[src/rtl/fetch_sequencer.sv]
// Fetch front end of the 9-bit CPU: program counter, Start/Ack handshake and run enable.
// Programs sit back to back in InstMem; each launch resumes after the previous done word.
module fetch_sequencer #(
  parameter int          PC_W       = 10,
  parameter int          INST_W     = 9,
  parameter int unsigned DONE_INST  = 32'h0000_01FF,
  parameter int unsigned START_ADDR = 32'd0,
  parameter int          CNT_W      = 16
) (
  input  logic              Clk,
  input  logic              Reset_n,
  input  logic              Start,
  input  logic [INST_W-1:0] Instruction,
  input  logic              BranchEn,
  input  logic              ZeroFlag,
  input  logic [PC_W-1:0]   Target,
  output logic [PC_W-1:0]   ProgCtr,
  output logic              Go,
  output logic              Ack,
  output logic [CNT_W-1:0]  CycleCount
);

  typedef enum logic [1:0] {
    IDLE  = 2'd0,
    ARMED = 2'd1,
    RUN   = 2'd2,
    DONE  = 2'd3
  } stateT;

  stateT             stateR;
  stateT             stateS;
  logic [PC_W-1:0]   launchAddrR;
  logic [PC_W-1:0]   launchAddrS;
  logic [PC_W-1:0]   progCtrS;
  logic              goS;
  logic              ackS;
  logic [CNT_W-1:0]  cycleCountS;
  logic [PC_W-1:0]   pcPlusOneS;
  logic              isDoneInstS;
  logic              cntAtMaxS;

  assign pcPlusOneS  = ProgCtr + {{(PC_W-1){1'b0}}, 1'b1};
  assign isDoneInstS = (Instruction == INST_W'(DONE_INST));
  assign cntAtMaxS   = (CycleCount == {CNT_W{1'b1}});

  // Next-state and next-output decode; every registered value holds unless a rule moves it
  always_comb begin
    stateS      = stateR;
    launchAddrS = launchAddrR;
    progCtrS    = ProgCtr;
    goS         = Go;
    ackS        = Ack;
    cycleCountS = CycleCount;
    case (stateR)
      IDLE: begin
        if (Start) begin
          stateS = ARMED;
        end else begin
          stateS = IDLE;
        end
      end
      ARMED: begin
        // Launch happens on the release of Start, not on its rise
        if (!Start) begin
          stateS      = RUN;
          progCtrS    = launchAddrR;
          goS         = 1'b1;
          cycleCountS = {CNT_W{1'b0}};
        end else begin
          stateS = ARMED;
        end
      end
      RUN: begin
        if (cntAtMaxS) begin
          cycleCountS = CycleCount;
        end else begin
          cycleCountS = CycleCount + {{(CNT_W-1){1'b0}}, 1'b1};
        end
        // Done wins over a simultaneous taken branch
        if (isDoneInstS) begin
          stateS      = DONE;
          goS         = 1'b0;
          ackS        = 1'b1;
          launchAddrS = pcPlusOneS;
        end else if (BranchEn && ZeroFlag) begin
          progCtrS = Target;
        end else begin
          progCtrS = pcPlusOneS;
        end
      end
      DONE: begin
        if (Start) begin
          stateS = ARMED;
          ackS   = 1'b0;
        end else begin
          stateS = DONE;
        end
      end
      default: begin
        stateS = IDLE;
        goS    = 1'b0;
        ackS   = 1'b0;
      end
    endcase
  end

  // State and output registers
  always_ff @(posedge Clk or negedge Reset_n) begin
    if (!Reset_n) begin
      stateR      <= IDLE;
      launchAddrR <= PC_W'(START_ADDR);
      ProgCtr     <= {PC_W{1'b0}};
      Go          <= 1'b0;
      Ack         <= 1'b0;
      CycleCount  <= {CNT_W{1'b0}};
    end else begin
      stateR      <= stateS;
      launchAddrR <= launchAddrS;
      ProgCtr     <= progCtrS;
      Go          <= goS;
      Ack         <= ackS;
      CycleCount  <= cycleCountS;
    end
  end

endmodule

[config.mk]
export PLATFORM = sky130hd
export DESIGN_NAME = fetch_sequencer
export DESIGN_NICKNAME = d
export VERILOG_FILES = /design/src/rtl/fetch_sequencer.sv
export SDC_FILE = /design/constraint.sdc
export NUM_CORES = 1
export LEC_CHECK = 0
export ABC_AREA = 1
export CAP_MARGIN = 20
export CORE_UTILIZATION = 34
export CTS_BUF_LIST = sky130_fd_sc_hd__clkbuf_8
export DETAILED_ROUTE_END_ITERATION = 12
export GPL_ROUTABILITY_DRIVEN = 0
export PLACE_DENSITY = 0.68
export SYNTH_ARGS = -nofsm -noshare
export SYNTH_HDL_FRONTEND = slang
export SYNTH_SLANG_ARGS = --single-unit
[constraint.sdc]
create_clock -name Clk -period 4.9 [get_ports Clk]
set_clock_uncertainty 0.2 [all_clocks]
set_input_delay 0.735 -clock Clk [delete_from_list [all_inputs] [get_ports Clk]]
set_output_delay 0.735 -clock Clk [all_outputs]
set_load 0.02 [all_outputs]
==> impl_results.md <==
* CP startpoint kind: flip-flop
* Yosys top cell by area: dfrtp_1
* Die Area at around 7600 um^2
* IO Pins at 52
* Layout cells sized above 1 at between 8 and 9%
* Vias at roughly 2.4k
* Top post-synthesis cells by area: dfrtp_1, nand2_1, nor2_1
* Place WS at around 2300 ps
* Die H at around 87 um
* Starting Density at 35.7%
* Endpoints failing setup at 0
* Total Routing Usage GR at between 10% and 20%
* Tmin final at 2390 ps
* Die width at 87.1 um
* Worst Hold Depth at 2
* Skew-Pair Late Insertion Delay at 290 ps
* Critical Path End: ProgCtr[2]
* Longest Clk Path Bufs at 2
* Total gr overflow at 0
* Setup ws final at 2510 ps
* Cell with the most instances after synthesis: nand2_1
* Peak VDD IR at between 0.2 and 0.25 mV
* Global-route wire length before repair at between 10 and 15 mm
* Reg2reg start: stateR[0]$_DFFE_PN0P_
* Hold bufs inserted after CTS at 0
* Slew HR at between 40% and 50%
* Residual DRC at 0
* FF-to-FF setup slack at 2820 ps
* # nets final at around 420
* DR pass1 iterations at 4
* Sequential fraction of the synthesis area at between 40% and 50%
* Critical Path RT at between 3000 and 4000 ps
* Post-synth net total at ~370
* Vias in the first global route at about 2.4k
* Post-CTS sizing at 0
* Final worst path period share at between 40 and 50%
* Slowest CP cell: clkdlybuf4s50_1
* Worst-path clk slew at about 80 ps
* Estimated wirelength of the detail-placed design at approximately 4.4 mm
* Num CTS Buffers at 5
* Routed vias/inst at a little under 5
* Avg Synthesized Cell Area at roughly 7.3 um^2
* Num rows at 30
* CP Cell Sequence: clkdlybuf4s50_1
* Cell variety after synth at 35
* Post-synthesis cell area at between 2000 and 2500 um^2
* Worst-case reg-to-reg path depth at 8
* Largest delay share family, worst path: buffers and inverters
* Detailed Route Iter0 Violations at between 80 and 90
* Critical path type: flip-flop to output port
* Worst R2R End: ProgCtr[8]$_DFFE_PN0P_
* Yosys warns at 0
* LEAKAGE at around 1.3 nW
* Initial antenna violation count at 0
* CTS tree: done
* Actual slew at the worst max-slew pin at ~890 ps
* Ant diodes at 0
* Worst Path Arrival at roughly 1500 ps
* Max-slew violations at 0
* Routed len/inst at roughly 13 um
* Main synth FF type: dfrtp_1
* Share of the synthesized area in the top cell type at 40.6%
* Port buffer count at between 50 and 60
* CP Depth at 1
* HP Class: flip-flop to flip-flop
* H-tree depth at 2
* Setup TNS at 0 ps
* Fmax at around 420 MHz
* Synth Register Bits at 40
* Sink Count at 40
* Post-Synthesis Cells at ~340
* Pwr dens at about 380 nW/um^2
* Core ar. at approximately 7000 um^2
* Total Wirelength at between 6 and 7 mm
* Outcome: finished, final reports clean
* Worst-path maximum fanout at 7
* Asr flop ratio synth at 100%
* CP peak stage delay at between 600 and 700 ps
* CP Capture Type: output port
* Post-synth EDFFs at 0
* Final Hold Vio Count at 0
* RSZ-0062 raised after global routing: false
* Crit path from: ProgCtr[2]$_DFFE_PN0P_
* CP bufs+invs at 1
* Total setup buffers inserted after CTS at 0
* Post-route ant nets at 0
* Area grow syn2layout at 26.1%
* Largest net degree at the start of global routing at a little over 40
* Root Driver: clkbuf_8
* Top post-synthesis cells by count: nand2_1, nor2_1, dfrtp_1
* Max-Cap Viols at 0
## per-stage QoR
| stage | cell area [um^2] | std cells | hold WS (ps) | total power [W] | utilization (%) |
|---|---|---|---|---|---|
| global route | 3110 | 485 | 331 | 0.00129 | 45.0 |
| floorplan | 2460 | 339 | 239 | 0.000831 | - |
| detailed placement | 3030 | 478 | 280 | 0.000988 | 43.9 |
| finish | 3110 | 485 | 292 | 0.00119 | 45.0 |
| global placement | 3030 | 478 | 267 | 0.000983 | 43.9 |
| CTS | 3110 | 485 | 296 | 0.00120 | 45.0 |
## logic make-up (layout without fill, tap and decap cells)
group / count (synthesis) / after routing / synth area share, %
xor+xnor: 4 / 4 / 1.42
simple gates: 209 / 209 / 38.2
fa+ha+maj: 2 / 2 / 1.02
compound gates: 44 / 44 / 11.2
flops: 40 / 40 / 40.6
buf+inv: 40 / 90 / 7.51
## flip-flops by register name, indices dropped and copies added, names as in the netlist, named ones only
register / flops
stateR: 1
CycleCount: 16
launchAddrR: 10
ProgCtr: 10
Ack: 1
Go: 1
## cells in the final DEF (no fill, tap or decap)
cell	Yosys	routed
ha_1	2	2
nand3_1	34	34
nand3b_1	2	2
o22ai_1	1	1
nor2_1	49	49
nand3_2	1	1
dfrtp_1	40	40
a22oi_1	1	1
or2_2	2	2
o21ai_2	9	9
o21ai_0	16	16
o31ai_1	1	1
nand2_4	2	2
xnor2_1	1	1
clkbuf_8	0	5
clkdlybuf4s50_1	0	50
nor3_1	1	1
inv_1	29	30
inv_4	2	2
a31oi_1	3	3
inv_2	1	1
buf_2	2	1
nand2_2	5	5
nor2_2	1	1
a21oi_1	4	4
o21bai_1	5	5
nand2_1	100	100
clkinv_2	0	1
o21ai_1	4	4
nor2_4	4	4
nand4_4	1	1
nand4_1	7	7
xor2_1	3	3
## per-layer routing
layer,up-vias,global-route usage (%),wire [um]
met3,9,3.41,319
met2,71,30.8,2930
met1,1102,23.6,2820
met4,0,5.37,61
met5,-,0,0
li1,1193,-,-
## area by class of cell
cell class	count	area, um^2
inverters	32	125
clock buffers	5	68.8
fillers	718	3800
clock inverters	2	8.76
multi-input cells	259	1280
flip-flops and latches	40	1000
repair buffers	51	505
well taps	96	120
## worst min-delay path by stage
stage | start | slack [ps] | endpoint
after global routing | launchAddrR[0]$_DFFE_PN0P_ | 330 | launchAddrR[0]$_DFFE_PN0P_
after global placement | launchAddrR[2]$_DFFE_PN0P_ | 270 | launchAddrR[2]$_DFFE_PN0P_
after detailed placement | launchAddrR[5]$_DFFE_PN0P_ | 280 | launchAddrR[5]$_DFFE_PN0P_
after floorplan | Reset_n | 240 | Ack$_DFFE_PN0P_
after CTS | launchAddrR[5]$_DFFE_PN0P_ | 300 | launchAddrR[5]$_DFFE_PN0P_
final | launchAddrR[5]$_DFFE_PN0P_ | 290 | launchAddrR[5]$_DFFE_PN0P_
## power by group
part,switching (W),internal (W)
clock network,0.000114,0.0000949
logic,0.000333,0.000190
registers,0.0000759,0.000386
total,0.000522,0.000670
No activity file was read; power rests on OpenSTA's default activity.
